--- config.mk ---
export PLATFORM = sky130hd
export DESIGN_NAME = qea_state_reader
export DESIGN_NICKNAME = d
export VERILOG_FILES = /design/src/rtl/qea_pkg.sv /design/src/rtl/qea_word_serializer.sv /design/src/rtl/qea_state_reader.sv
export SDC_FILE = /design/constraint.sdc
export NUM_CORES = 1
export LEC_CHECK = 0
export CORE_MARGIN = 1
export CORE_UTILIZATION = 50
export CTS_CLUSTER_DIAMETER = 80
export DETAILED_ROUTE_END_ITERATION = 12
export PLACE_DENSITY = 0.79
export REMOVE_ABC_BUFFERS = 1
export SKIP_CTS_REPAIR_TIMING = 1
export SYNTH_ARGS = -nofsm -noshare
export SYNTH_HDL_FRONTEND = slang
export SYNTH_HIERARCHICAL = 1
export SYNTH_SLANG_ARGS = --single-unit
export TNS_END_PERCENT = 1
--- constraint.sdc ---
create_clock -name clk -period 3.8 [get_ports clk]
set_input_delay 0.76 -clock clk [delete_from_list [all_inputs] [get_ports clk]]
set_output_delay 0.76 -clock clk [all_outputs]
set_load 0.05 [all_outputs]
--- src/rtl/qea_pkg.sv ---
// rtl/qea_pkg.sv - shared QEA state-RAM constants, reader FSM states and word-count helper
package qea_pkg;

    localparam int PE_NUM_WIDTH     = 2;
    localparam int PE_NUM           = 1 << PE_NUM_WIDTH;
    localparam int DATA_WIDTH       = 32;
    localparam int STATE_DATA_WIDTH = DATA_WIDTH * 2;
    localparam int STATE_WORD_WIDTH = PE_NUM * STATE_DATA_WIDTH;
    localparam int STATE_ADDR_WIDTH = 16;
    localparam int MAX_QBIT_WIDTH   = 6;

    localparam logic [MAX_QBIT_WIDTH-1:0]   QBIT_MIN  = MAX_QBIT_WIDTH'(2);
    localparam logic [MAX_QBIT_WIDTH-1:0]   QBIT_FULL = MAX_QBIT_WIDTH'(STATE_ADDR_WIDTH + 2);
    localparam logic [STATE_ADDR_WIDTH:0]   WORD_ONE  = (STATE_ADDR_WIDTH + 1)'(1);

    typedef enum logic [2:0] {
        RD_IDLE,
        RD_READ,
        RD_WAIT,
        RD_SEND,
        RD_DONE
    } rd_state_t;

    // Index of the final word (N-1); the extra bit lets N reach 2^STATE_ADDR_WIDTH
    function automatic logic [STATE_ADDR_WIDTH:0] last_word_addr(input logic [MAX_QBIT_WIDTH-1:0] qbit);
        logic [STATE_ADDR_WIDTH:0] n;
        if (qbit < QBIT_MIN) begin
            n = WORD_ONE;
        end else if (qbit >= QBIT_FULL) begin
            n = WORD_ONE << STATE_ADDR_WIDTH;
        end else begin
            n = WORD_ONE << (qbit - QBIT_MIN);
        end
        return n - WORD_ONE;
    endfunction

endpackage

--- src/rtl/qea_word_serializer.sv ---
// rtl/qea_word_serializer.sv - holds one state-RAM word and emits it one lane per valid/ready beat
module qea_word_serializer
    import qea_pkg::*;
(
    input  logic                        clk,
    input  logic                        rst,
    input  logic                        i_load,
    input  logic [STATE_WORD_WIDTH-1:0] i_word,
    input  logic [STATE_ADDR_WIDTH-1:0] i_addr,
    input  logic                        i_last_word,
    input  logic                        i_ready,
    output logic                        o_valid,
    output logic [STATE_DATA_WIDTH-1:0] o_data,
    output logic [STATE_ADDR_WIDTH-1:0] o_addr,
    output logic [PE_NUM_WIDTH-1:0]     o_lane,
    output logic                        o_last,
    output logic                        o_word_done
);

    localparam logic [PE_NUM_WIDTH-1:0] LANE_LAST = PE_NUM_WIDTH'(PE_NUM - 1);

    logic [STATE_WORD_WIDTH-1:0] r_hold;
    logic [STATE_ADDR_WIDTH-1:0] r_addr;
    logic [PE_NUM_WIDTH-1:0]     r_lane;
    logic                        r_valid;
    logic                        r_last_word;
    logic                        w_fire;
    logic [STATE_DATA_WIDTH-1:0] w_data;

    assign w_fire      = r_valid && i_ready;
    assign o_word_done = w_fire && (r_lane == LANE_LAST);

    // Load a freshly read word, then step lanes only on a handshake so everything holds while stalled
    always_ff @(posedge clk) begin
        if (rst) begin
            r_hold      <= '0;
            r_addr      <= '0;
            r_lane      <= '0;
            r_valid     <= 1'b0;
            r_last_word <= 1'b0;
        end else if (i_load) begin
            r_hold      <= i_word;
            r_addr      <= i_addr;
            r_lane      <= '0;
            r_valid     <= 1'b1;
            r_last_word <= i_last_word;
        end else if (w_fire) begin
            if (r_lane == LANE_LAST) begin
                r_valid <= 1'b0;
            end else begin
                r_lane <= r_lane + 1'b1;
            end
        end
    end

    // Lane 0 is the most-significant amplitude slice of the word
    always_comb begin
        w_data = '0;
        for (int k = 0; k < PE_NUM; k++) begin
            if (r_lane == PE_NUM_WIDTH'(k)) begin
                w_data = r_hold[(PE_NUM - k) * STATE_DATA_WIDTH - 1 -: STATE_DATA_WIDTH];
            end
        end
    end

    assign o_valid = r_valid;
    assign o_data  = w_data;
    assign o_addr  = r_addr;
    assign o_lane  = r_lane;
    assign o_last  = r_valid && r_last_word && (r_lane == LANE_LAST);

endmodule

--- src/rtl/qea_state_reader.sv ---
// rtl/qea_state_reader.sv - sweeps the QEA state RAM and streams every amplitude out on valid/ready
module qea_state_reader
    import qea_pkg::*;
#(
    parameter int RD_LATENCY = 1
) (
    input  logic                        clk,
    input  logic                        rst,
    input  logic                        i_start,
    input  logic [MAX_QBIT_WIDTH-1:0]   i_qbit_num,
    output logic                        o_state_ena,
    output logic                        o_state_wea,
    output logic [STATE_ADDR_WIDTH-1:0] o_state_addra,
    input  logic [STATE_WORD_WIDTH-1:0] i_state_dout,
    output logic                        o_amp_valid,
    input  logic                        i_amp_ready,
    output logic [STATE_DATA_WIDTH-1:0] o_amp_data,
    output logic [STATE_ADDR_WIDTH-1:0] o_amp_addr,
    output logic [PE_NUM_WIDTH-1:0]     o_amp_lane,
    output logic                        o_amp_last,
    output logic                        o_busy,
    output logic                        o_done
);

    localparam logic [1:0] LAT_LAST = 2'(RD_LATENCY - 1);

    rd_state_t                   r_state;
    logic [STATE_ADDR_WIDTH:0]   r_addr;
    logic [STATE_ADDR_WIDTH:0]   r_last_addr;
    logic [1:0]                  r_lat_cnt;
    logic                        r_state_ena;
    logic [STATE_ADDR_WIDTH-1:0] r_state_addra;
    logic                        r_busy;
    logic                        r_done;

    logic                        w_load;
    logic                        w_last_word;
    logic                        w_word_done;
    logic [STATE_ADDR_WIDTH:0]   w_addr_next;

    assign w_load      = (r_state == RD_WAIT) && (r_lat_cnt == LAT_LAST);
    assign w_last_word = (r_addr == r_last_addr);
    assign w_addr_next = r_addr + WORD_ONE;

    // Sweep sequencer: one read per word, wait out the RAM latency, then let the serializer drain it
    always_ff @(posedge clk) begin
        if (rst) begin
            r_state       <= RD_IDLE;
            r_addr        <= '0;
            r_last_addr   <= '0;
            r_lat_cnt     <= '0;
            r_state_ena   <= 1'b0;
            r_state_addra <= '0;
            r_busy        <= 1'b0;
            r_done        <= 1'b0;
        end else begin
            r_state_ena <= 1'b0;
            r_done      <= 1'b0;
            case (r_state)
                RD_IDLE: begin
                    if (i_start) begin
                        r_last_addr   <= last_word_addr(i_qbit_num);
                        r_addr        <= '0;
                        r_state_ena   <= 1'b1;
                        r_state_addra <= '0;
                        r_busy        <= 1'b1;
                        r_state       <= RD_READ;
                    end
                end
                RD_READ: begin
                    r_lat_cnt <= '0;
                    r_state   <= RD_WAIT;
                end
                RD_WAIT: begin
                    if (r_lat_cnt == LAT_LAST) begin
                        r_state <= RD_SEND;
                    end else begin
                        r_lat_cnt <= r_lat_cnt + 1'b1;
                    end
                end
                RD_SEND: begin
                    if (w_word_done) begin
                        if (w_last_word) begin
                            r_done  <= 1'b1;
                            r_state <= RD_DONE;
                        end else begin
                            r_addr        <= w_addr_next;
                            r_state_ena   <= 1'b1;
                            r_state_addra <= w_addr_next[STATE_ADDR_WIDTH-1:0];
                            r_state       <= RD_READ;
                        end
                    end
                end
                default: begin
                    r_busy  <= 1'b0;
                    r_state <= RD_IDLE;
                end
            endcase
        end
    end

    qea_word_serializer u_serializer (
        .clk         (clk),
        .rst         (rst),
        .i_load      (w_load),
        .i_word      (i_state_dout),
        .i_addr      (r_addr[STATE_ADDR_WIDTH-1:0]),
        .i_last_word (w_last_word),
        .i_ready     (i_amp_ready),
        .o_valid     (o_amp_valid),
        .o_data      (o_amp_data),
        .o_addr      (o_amp_addr),
        .o_lane      (o_amp_lane),
        .o_last      (o_amp_last),
        .o_word_done (w_word_done)
    );

    assign o_state_ena   = r_state_ena;
    assign o_state_wea   = 1'b0;
    assign o_state_addra = r_state_addra;
    assign o_busy        = r_busy;
    assign o_done        = r_done;

endmodule

==> results of run 1 <==
[layout make-up]
| class | instances | share of cell area |
|---|---|---|
| multi-input combinational | 1108 | 0.3783 |
| sequential | 318 | 0.3227 |
| timing repair buffer | 405 | 0.2124 |
| clock buffer | 54 | 0.05474 |
| tap | 384 | 0.02436 |
| clock inverter | 5 | 0.003806 |
| inverter | 15 | 0.002854 |
| antenna | 6 | 0.0007612 |
[registers in the layout (all words and copies together) (netlist names)]
| signal | count |
|---|---|
| u_serializer/o_valid | 1 |
| r_state | 3 |
| r_lat_cnt | 2 |
| u_serializer/o_lane | 2 |
| u_serializer/r_hold | 256 |
| r_last_addr | 17 |
| o_state_ena | 1 |
| o_busy | 1 |
| r_addr | 17 |
| u_serializer/r_last_word | 1 |
| u_serializer/o_addr | 16 |
| o_done | 1 |
[metrics by stage]
stage / util / power (mW)
floorplan: - / 5.264
global placement: 0.6361 / 5.986
detailed placement: 0.6361 / 6.028
CTS: 0.6760 / 9.454
global route: 0.6797 / 9.763
finish: 0.6799 / 9.385
[critical path: stages (launching register included)]
cell and delay, ns:
dfxtp_1 0.46, inv_1 0.13, ha_2 0.32, nor2_4 0.40, buf_12 0.23, a31oi_1 0.11, clkdlybuf4s50_1 0.71
[cell families after synthesis]
logic type / after synthesis / synth area share
compound gates: 132 / 0.05707
xor+xnor: 22 / 0.01291
other cells: 1 / 0.0002512
simple gates: 605 / 0.1926
fa+ha+maj: 8 / 0.006704
flops: 318 / 0.4264
mux: 340 / 0.2279
buf+inv: 154 / 0.07618
[cells in the mapped netlist, types with 3 or more instances]
| cell type | instances |
|---|---|
| inv_1 | 15 |
| dfxtp_1 | 318 |
| o21ai_1 | 11 |
| buf_1 | 7 |
| a21oi_1 | 19 |
| o31ai_1 | 3 |
| clkbuf_1 | 36 |
| or4_1 | 8 |
| a31oi_1 | 66 |
| nand3b_1 | 65 |
| nand2b_1 | 66 |
| buf_8 | 25 |
| buf_12 | 7 |
| mux2i_1 | 340 |
| xnor2_1 | 10 |
| buf_4 | 26 |
| or3_1 | 12 |
| a211oi_1 | 7 |
| and3_1 | 8 |
| o21ai_0 | 5 |
| buf_6 | 3 |
| ha_1 | 8 |
| buf_2 | 35 |
| o211ai_1 | 4 |
| nor4_1 | 3 |
| nor3_1 | 9 |
| a22o_1 | 4 |
| xor2_1 | 12 |
| nand4_1 | 7 |
| nor2_1 | 306 |
| nand3_1 | 16 |
| nand2_1 | 92 |
[power groups by stage]
stage	clock (mW)	sequential, mW	combinational [mW]
after global placement	0	3.87	2.12
final	3.42	3.82	2.15
after CTS	3.48	3.81	2.16
after floorplan	0	3.73	1.54
after detailed placement	0	3.88	2.15
after global routing	3.62	3.85	2.30
[layout by cell type (no fill, tap or decap), types with 9 or more instances in the layout]
cell / netlist / layout
nand3b_1: 65 / 65
or3_1: 12 / 12
xor2_1: 12 / 12
nand2b_1: 66 / 66
buf_4: 26 / 34
buf_12: 7 / 12
clkbuf_8: 0 / 9
dlymetal6s2s_1: 0 / 38
mux2i_1: 340 / 340
nor3_1: 9 / 9
a31oi_1: 66 / 66
nor2_1: 306 / 306
nand3_1: 16 / 16
clkbuf_16: 0 / 37
a21oi_1: 19 / 19
o21ai_1: 11 / 11
dfxtp_1: 318 / 318
xnor2_1: 10 / 10
nand2_1: 92 / 92
clkdlybuf4s50_1: 0 / 319
inv_1: 15 / 15
[metal layers]
metal / GRT usage / vias to the layer above / share of wire
met1: 0.3498 / 5932 / 0.42
met4: 0.1033 / 2 / 0.034
met3: 0.05527 / 91 / 0.071
met2: 0.4823 / 480 / 0.48
li1: - / 6012 / -
met5: 0 / - / 0.00036
[final timing paths]
check	depth (start not counted)	end	slack (ns)
hold / removal	2	o_busy$_SDFFE_PP0P_	0.46
setup / recovery	6	o_amp_data[49]	0.15
hold reg to reg	2	o_busy$_SDFFE_PP0P_	0.46
setup reg to reg	8	r_addr[13]$_SDFFE_PP0P_	1.06
==> qor.yml, run 1 <==
ioPinCount: 370
grt.total_usage: 0.2818
fillers: 2290
ctsLongestPathBuffers: 3
p_comb_frac: 0.229
nets: 2157
via_count: 12520
num_rows: 62
setup-tns-final_ns: 0
dp_worst_setup_slack_ns: 0.2252
finalWorstSetupSlack_ns: 0.1469
grt_overflow: 0
power_per_cell_area_nw_per_um2: 475.8
gp_congestion: 0.9057
start_util: 0.5146
timing.final.max_slew_violations: 0
swShare: 0.2835
die_h_um: 174.8
synth-edff-count: 0
syn_to_final_growth_pct: 32.11
status: "finished clean"
cts_tree: "built"
cp_max_fo: 22
io_buffer_count: 368
synth_top_area_share: 0.4264
ys.flop_type: "dfxtp_1"
clock_latency_ns: 0.50
holdWs_ns: 0.4638
grt_pass1_vias: 12100
instances_no_fill: 2295
max_freq_ghz: 0.2737
dpl_cell_area_um2: 18460
setup_viol: 0
finClkSkew_ns: 0.01109
multi_input_area_um2: 7462
die_x_um: 174.8
netlist_top_cells_area: "dfxtp_1 43%, mux2i_1 23%, nor2_1 7.7%"
synth_area_um2: 14930
rr_startpoint: "u_serializer/o_lane[0]$_SDFFE_PP0P_"
antenna_found_initial: 6
drt-total-wl_mm: 44.57
p_seq_frac: 0.407
ys_seq_elements: 318
grt_start_max_net_pins: 101
power_leakage_nw: 7.738
detail-route-antenna-nets: 0
period_share: 0.9613
yosysWarnings: 6
power.internal_mw: 6.724
crit_path_start_kind: "flop"
final_area_um2: 19730
critical_path_arrival_ns: 2.89
p_switching_mw: 2.661
required_ns: 3.04
cp-end-kind: "output port"
numCtsBuffers: 35
hold_viol: 0
dp_cells: 2230
wire_per_inst_um: 19.42
worstSetupStartpoint: "u_serializer/o_lane[0]$_SDFFE_PP0P_"
synth_cells: 1580
yosysUniqueCellTypes: 56
async_flop_share: 0
drt_iter0_drc: 846
ys_seq_area_frac: 0.4264
cts_root_buffer: "clkbuf_16"
hold_class: "reg2reg"
syn_area_per_cell_um2: 9.450
setup.worst_path.class: "reg2out"
htreeDepth: 2
maxCapViolations: 0
clkSinkCount: 318
relSlewSlack: 0.5408
die_area_um2: 30560
peakVddDrop_mv: 0.2854
dpl.hpwl_mm: 30.98
core_um2: 29010
worst_pin_slew_ns: 0.6888
hold_start: "o_busy$_SDFFE_PP0P_"
min_period_ns: 3.653
route.detailed.drc: 0
seqCellArea_um2: 6366
synth_top_area_cell: "dfxtp_1"
clockPowerShare: 0.364
drive_gt1_frac: 0.05669
firstDrtPassIters: 5
rsz0062_at_grt: "no"
grt_pass1_wl_mm: 68.38
clkTransAtPathRegs_ns: 0.06
vias_per_cell: 5.454
Power figures use the tool's default switching activity.
==> inputs of run 2 (changes only) <==
--- a/config.mk
+++ b/config.mk
@@ -5,13 +5,14 @@
 export SDC_FILE = /design/constraint.sdc
 export NUM_CORES = 1
 export LEC_CHECK = 0
-export CORE_MARGIN = 1
+export CORE_ASPECT_RATIO = 1.1
 export CORE_UTILIZATION = 50
 export CTS_CLUSTER_DIAMETER = 80
 export DETAILED_ROUTE_END_ITERATION = 12
 export PLACE_DENSITY = 0.79
 export REMOVE_ABC_BUFFERS = 1
 export SKIP_CTS_REPAIR_TIMING = 1
+export SLEW_MARGIN = 20
 export SYNTH_ARGS = -nofsm -noshare
 export SYNTH_HDL_FRONTEND = slang
 export SYNTH_HIERARCHICAL = 1
==> run 2 against run 1 <==
Effect of this change:
- utilization fell by 1.8 points
- sequential share of layout area rose by 0.83 points
- final cell count fell by 1.1%
- final area fell by 2.5%
- clock power fell by 5%
- sequential power barely moved
- clock skew rose by 0.0029 ns
==> qor.yml, run 2 (synthesized netlist as in run 1, its figures left out) <==
swShare: 0.2856  # was 0.2835
clkTransAtPathRegs_ns: 0.06  # about the same
p_comb_frac: 0.230  # was 0.229
nets: 2144  # was 2,157
slowest_delay_ns: 0.73  # was 0.71 ns
critical_path_arrival_ns: 2.80  # was 2.89 ns
layout_commonest_cell: "mux2i_1"  # unchanged
ctsLongestPathBuffers: 3  # unchanged
core_um2: 29030  # was 29,010 um2
power_per_cell_area_nw_per_um2: 477.3  # was 475.8 nW/um2
cts_tree: "built"  # unchanged
required_ns: 3.04  # about the same
num_rows: 65  # was 62
grt_pass1_vias: 11990  # was 12,100
setup.worst_path.class: "reg2out"  # unchanged
hold_class: "reg2reg"  # unchanged
via_count: 12420  # was 12,520
io_buffer_count: 368  # unchanged
firstDrtPassIters: 5  # unchanged
cp_common_cell: "buf_4"
instances_no_fill: 2270  # was 2,295
crit_chain: "inv_1 -> ha_2 -> buf_4 -> nand2b_1 -> mux2i_1 -> a31oi_1 -> buf_4"  # was inv_1 -> ha_2 -> nor2_4 -> buf_12 -> a31oi_1 -> clkdlybuf4s50_1
detail-route-antenna-nets: 0  # unchanged
dp_cells: 2202  # was 2,230
min_period_ns: 3.559  # was 3.653 ns
regMostFlops: "u_serializer/r_hold"  # unchanged
die_x_um: 166.8  # was 174.8 um
clock_latency_ns: 0.50  # about the same
htreeDepth: 2  # unchanged
final_cell_mix: "340 x mux2i_1, 318 x dfxtp_1, 306 x nor2_1, 303 x clkdlybuf4s50_1, 92 x nand2_1"  # was 340 x mux2i_1, 319 x clkdlybuf4s50_1, 318 x dfxtp_1, 306 x nor2_1, 92 x nand2_1
cp_max_fo: 28  # was 22
p_switching_mw: 2.621  # was 2.661 mW
syn_to_final_growth_pct: 28.80  # was 32.11%
drive_gt1_frac: 0.07827  # was 0.05669
grt_pass1_wl_mm: 66.59  # was 68.38 mm
reg_top3: "u_serializer/r_hold x256, r_addr x17, r_last_addr x17"  # unchanged
rsz0062_at_grt: "no"  # unchanged
finClkSkew_ns: 0.01396  # was 0.01109 ns
power_mw: 9.179  # was 9.385 mW
clkSinkCount: 318  # unchanged
hold_viol: 0  # unchanged
clockPowerShare: 0.354  # was 0.364
worst_pin_slew_ns: 1.094  # was 0.6888 ns
grt_start_max_net_pins: 177  # was 101
start_util: 0.5142  # was 0.5146
cp_slowest_cell: "ha_2"  # was clkdlybuf4s50_1
setup_viol: 0  # unchanged
status: "finished clean"  # unchanged
numCtsBuffers: 34  # was 35
drt-total-wl_mm: 43.25  # was 44.57 mm
crit_path_start_kind: "flop"  # unchanged
period_share: 0.9366  # was 0.9613
largest_reg_flops: 256  # unchanged
grt.total_usage: 0.2738  # was 0.2818
cp-end-kind: "output port"  # unchanged
timing.final.max_slew_violations: 0  # unchanged
gp_congestion: 0.9120  # was 0.9057
ioPinCount: 370  # unchanged
die_h_um: 183.2  # was 174.8 um
p_seq_frac: 0.416  # was 0.407
wire_per_inst_um: 19.05  # was 19.42 um
dpl.hpwl_mm: 28.91  # was 30.98 mm
max_freq_ghz: 0.2810  # was 0.2737 GHz
cts_root_buffer: "clkbuf_16"  # unchanged
drt_iter0_drc: 1017  # was 846
vias_per_cell: 5.473  # was 5.454
cp_num_buf_inv: 3  # unchanged
power_leakage_nw: 7.061  # was 7.738 nW
power.internal_mw: 6.558  # was 6.724 mW
maxCapViolations: 0  # unchanged
die_area_um2: 30560  # about the same
final_util: 0.6624  # was 0.6799
grt_overflow: 0  # unchanged
crit_family: "buffers and inverters"  # unchanged
antenna_found_initial: 17  # was 6
relSlewSlack: 0.2707  # was 0.5408
route.detailed.drc: 0  # unchanged
peakVddDrop_mv: 0.3315  # was 0.2854 mV
run 2: cell types whose count changed in the layout (fill, tap and decap cells not counted), moves of 2 or more:
cell / delta
clkbuf_16: -2
clkdlybuf4s50_1: -16
diode_2: +5
buf_4: +51
buf_12: -8
dlymetal6s2s_1: -38
run 2: metal layers:
metal / vias to the layer above / GRT usage / share of wire
li1: 5997 / - / -
met1: 5873 / 0.3285 / 0.41
met2: 451 / 0.4575 / 0.47
met3: 95 / 0.07013 / 0.073
met4: 8 / 0.1326 / 0.040
met5: - / 0 / 0.0012
run 2: worst paths after layout:
check | from | end | slack [ns] | cells past startpoint
min reg2reg | r_last_addr[15]$_SDFFE_PP0P_ | r_last_addr[15]$_SDFFE_PP0P_ | 0.46 | 2
max reg2reg | u_serializer/o_lane[0]$_SDFFE_PP0P_ | r_addr[13]$_SDFFE_PP0P_ | 1.25 | 8
min | r_last_addr[15]$_SDFFE_PP0P_ | r_last_addr[15]$_SDFFE_PP0P_ | 0.46 | 2
max | u_serializer/o_lane[0]$_SDFFE_PP0P_ | o_amp_data[35] | 0.24 | 7
run 2: power groups by stage:
stage	combinational, mW	sequential (mW)	clock, mW
global route	2.25	3.85	3.44
floorplan	1.54	3.73	0
global placement	2.07	3.87	0
finish	2.11	3.82	3.25
detailed placement	2.10	3.88	0
CTS	2.11	3.81	3.30
run 2: tightest hold or removal path, stage by stage, from the launching register on:
cell	delay (ns)
dfxtp_1	0.32
nand2_1	0.05
o21ai_1	0.05
run 2: stage by stage:
stage | setup slack, ns | TNS (ns) | cell area [um2] | hold slack [ns]
floorplan | -26.71 | -7497.94 | 13850 | 0.4340
global placement | 0.3577 | 0 | 18110 | 0.4471
detailed placement | 0.3124 | 0 | 18110 | 0.4537
CTS | 0.2228 | 0 | 19200 | 0.4668
global route | 0.08978 | 0 | 19230 | 0.4818
finish | 0.2409 | 0 | 19230 | 0.4647
run 2: cell type report:
type	count	area [um2]
Fill cell	2351	9803
Multi-Input combinational cell	1108	7462
Sequential cell	318	6366
Timing Repair Buffer	393	3766
Clock buffer	53	1044
Tap cell	368	460.4
Inverter	15	56.30
Clock inverter	4	48.80
Antenna cell	11	27.53
==> inputs of run 3 (changes only) <==
--- a/config.mk
+++ b/config.mk
@@ -6,6 +6,7 @@
 export NUM_CORES = 1
 export LEC_CHECK = 0
 export CORE_ASPECT_RATIO = 1.1
+export CORE_MARGIN = 2
 export CORE_UTILIZATION = 50
 export CTS_CLUSTER_DIAMETER = 80
 export DETAILED_ROUTE_END_ITERATION = 12
==> run 3 against run 2 <==
Effect of this change:
- maximum frequency increased by 6.7%
- critical path type unchanged
- final area increased by 0.59%
- clock skew up 0.0061 ns
- first-iteration DRC count is 31% lower
- via count shrank 0.69%
==> qor.yml, run 3 (synthesized netlist as in run 1, its figures left out) <==
status: "finished clean"  # unchanged
grt_pass1_vias: 12070  # was 11,990
syn_to_final_growth_pct: 29.57  # was 28.80%
htreeDepth: 2  # unchanged
holdWs_ns: 0.4692  # was 0.4647 ns
critical_path_arrival_ns: 2.57  # was 2.80 ns
ioPinCount: 370  # unchanged
relSlewSlack: 0.4995  # was 0.2707
regMostFlops: "u_serializer/r_hold"  # unchanged
period_share: 0.8775  # was 0.9366
crit_path_start_kind: "flop"  # unchanged
die_h_um: 185.2  # was 183.2 um
power_per_cell_area_nw_per_um2: 480.8  # was 477.3 nW/um2
ctsLongestPathBuffers: 3  # unchanged
route.detailed.drc: 0  # unchanged
detail-route-antenna-nets: 0  # unchanged
drt-total-wl_mm: 43.64  # was 43.25 mm
max_freq_ghz: 0.2999  # was 0.2810 GHz
setup.worst_path.class: "reg2out"  # unchanged
whs_endpoint: "r_last_addr[7]$_SDFFE_PP0P_"  # was r_last_addr[15]$_SDFFE_PP0P_
vias_per_cell: 5.421  # was 5.473
fillers: 2407  # was 2,351
timing.final.max_slew_violations: 0  # unchanged
grt_pass1_wl_mm: 66.64  # was 66.59 mm
r2r-end: "r_addr[15]$_SDFFE_PP0P_"  # was r_addr[13]$_SDFFE_PP0P_
r2r_cells: 8  # unchanged
gp_congestion: 0.9102  # was 0.9120
numCtsBuffers: 35  # was 34
start_util: 0.5065  # was 0.5142
hold_viol: 0  # unchanged
reg2reg_slack_ns: 1.21  # was 1.25 ns
hold_start: "r_last_addr[7]$_SDFFE_PP0P_"  # was r_last_addr[15]$_SDFFE_PP0P_
final_cell_mix: "340 x mux2i_1, 318 x dfxtp_1, 306 x nor2_1, 303 x clkdlybuf4s50_1, 92 x nand2_1"  # unchanged
worst_pin_slew_ns: 0.7508  # was 1.094 ns
required_ns: 3.04  # about the same
peakVddDrop_mv: 0.2855  # was 0.3315 mV
via_count: 12340  # was 12,420
finClkSkew_ns: 0.02010  # was 0.01396 ns
clkTransAtPathRegs_ns: 0.06  # about the same
wire_per_inst_um: 19.18  # was 19.05 um
die_x_um: 168.8  # was 166.8 um
power_mw: 9.300  # was 9.179 mW
hold_class: "reg2reg"  # unchanged
drt_iter0_drc: 702  # was 1,017
reg_top3: "u_serializer/r_hold x256, r_addr x17, r_last_addr x17"  # unchanged
power_leakage_nw: 7.103  # was 7.061 nW
min_period_ns: 3.335  # was 3.559 ns
firstDrtPassIters: 5  # unchanged
core_um2: 29480  # was 29,030 um2
clock_latency_ns: 0.51  # was 0.50 ns
nets: 2145  # was 2,144
drive_gt1_frac: 0.07973  # was 0.07827
grt.total_usage: 0.2679  # was 0.2738
clkSinkCount: 318  # unchanged
cp_max_fo: 67  # was 28
rsz0062_at_grt: "no"  # unchanged
cts_tree: "built"  # unchanged
layout_commonest_cell: "mux2i_1"  # unchanged
rr_startpoint: "u_serializer/o_lane[0]$_SDFFE_PP0P_"  # unchanged
grt_overflow: 0  # unchanged
setup_viol: 0  # unchanged
largest_reg_flops: 256  # unchanged
dpl.hpwl_mm: 29.19  # was 28.91 mm
dp_worst_setup_slack_ns: 0.2910  # was 0.3124 ns
num_rows: 66  # was 65
die_area_um2: 31260  # was 30,560 um2
maxCapViolations: 0  # unchanged
final_util: 0.6562  # was 0.6624
antenna_found_initial: 9  # was 17
hold_depth: 2  # unchanged
finalWorstSetupSlack_ns: 0.4654  # was 0.2409 ns
grt_start_max_net_pins: 152  # was 177
io_buffer_count: 368  # unchanged
cp-end-kind: "output port"  # unchanged
cts_root_buffer: "clkbuf_16"  # unchanged
-- run 3: cell count changes in the layout (fill, tap and decap cells not counted), moves of 2 or more --
| cell | before | now |
|---|---|---|
| buf_12 | 4 | 9 |
| buf_4 | 85 | 80 |
| clkbuf_16 | 35 | 37 |
| clkbuf_8 | 10 | 8 |
| clkinv_2 | 2 | 5 |
| diode_2 | 11 | 8 |
-- run 3: worst max-delay path by stage --
stage | start | endpoint | slack, ns | depth (start not counted)
floorplan | r_lat_cnt[0]$_SDFFE_PP0P_ | u_serializer/o_addr[0]$_SDFFE_PP0P_ | -26.71 | 5
CTS | u_serializer/o_lane[0]$_SDFFE_PP0P_ | o_amp_data[43] | 0.45 | 5
global route | u_serializer/o_lane[1]$_SDFFE_PP0P_ | o_amp_data[53] | 0.31 | 6
detailed placement | i_qbit_num[1] | r_last_addr[14]$_SDFFE_PP0P_ | 0.29 | 12
finish | u_serializer/o_lane[0]$_SDFFE_PP0P_ | o_amp_data[43] | 0.47 | 5
global placement | i_qbit_num[1] | r_last_addr[14]$_SDFFE_PP0P_ | 0.32 | 12
-- run 3: cell type report --
type                    count  area, um2  share of cell area
clock buffers              52       1052             0.05439
repair buffers            393       3827              0.1979
clock inverters             8      92.59            0.004786
flip-flops and latches    318       6366              0.3291
well taps                 374      467.9             0.02419
inverters                  15      56.30            0.002911
multi-input cells        1108       7462              0.3857
diodes                      8      20.02            0.001035
-- run 3: critical path, cell delays in order, from the launching register on --
cell	delay (ns)
dfxtp_1	0.47
ha_4	0.66
buf_4	0.36
nand2_1	0.09
a31oi_1	0.20
buf_4	0.23
-- run 3: power breakdown --
| group | internal, mW | switching [mW] |
|---|---|---|
| logic | 0.966 | 1.14 |
| clock network | 2.05 | 1.32 |
| registers | 3.64 | 0.176 |
-- run 3: stage by stage --
stage / setup TNS, ns / std cells / cell area, um2
2_1_floorplan: -7497.94 / 1441 / 13850
3_3_place_gp: 0 / 2208 / 18180
3_5_place_dp: 0 / 2208 / 18180
4_1_cts: 0 / 2268 / 19320
5_1_grt: 0 / 2274 / 19340
6_report: 0 / 2276 / 19340
-- run 3: metal layers --
metal  part of all wire  vias up  global-route usage
met5            0.00060        -                   0
met4              0.036        4              0.1162
met3              0.076       97             0.06902
met2               0.48      416              0.4469
met1               0.41     5834              0.3275
li1                   -     5987                   -
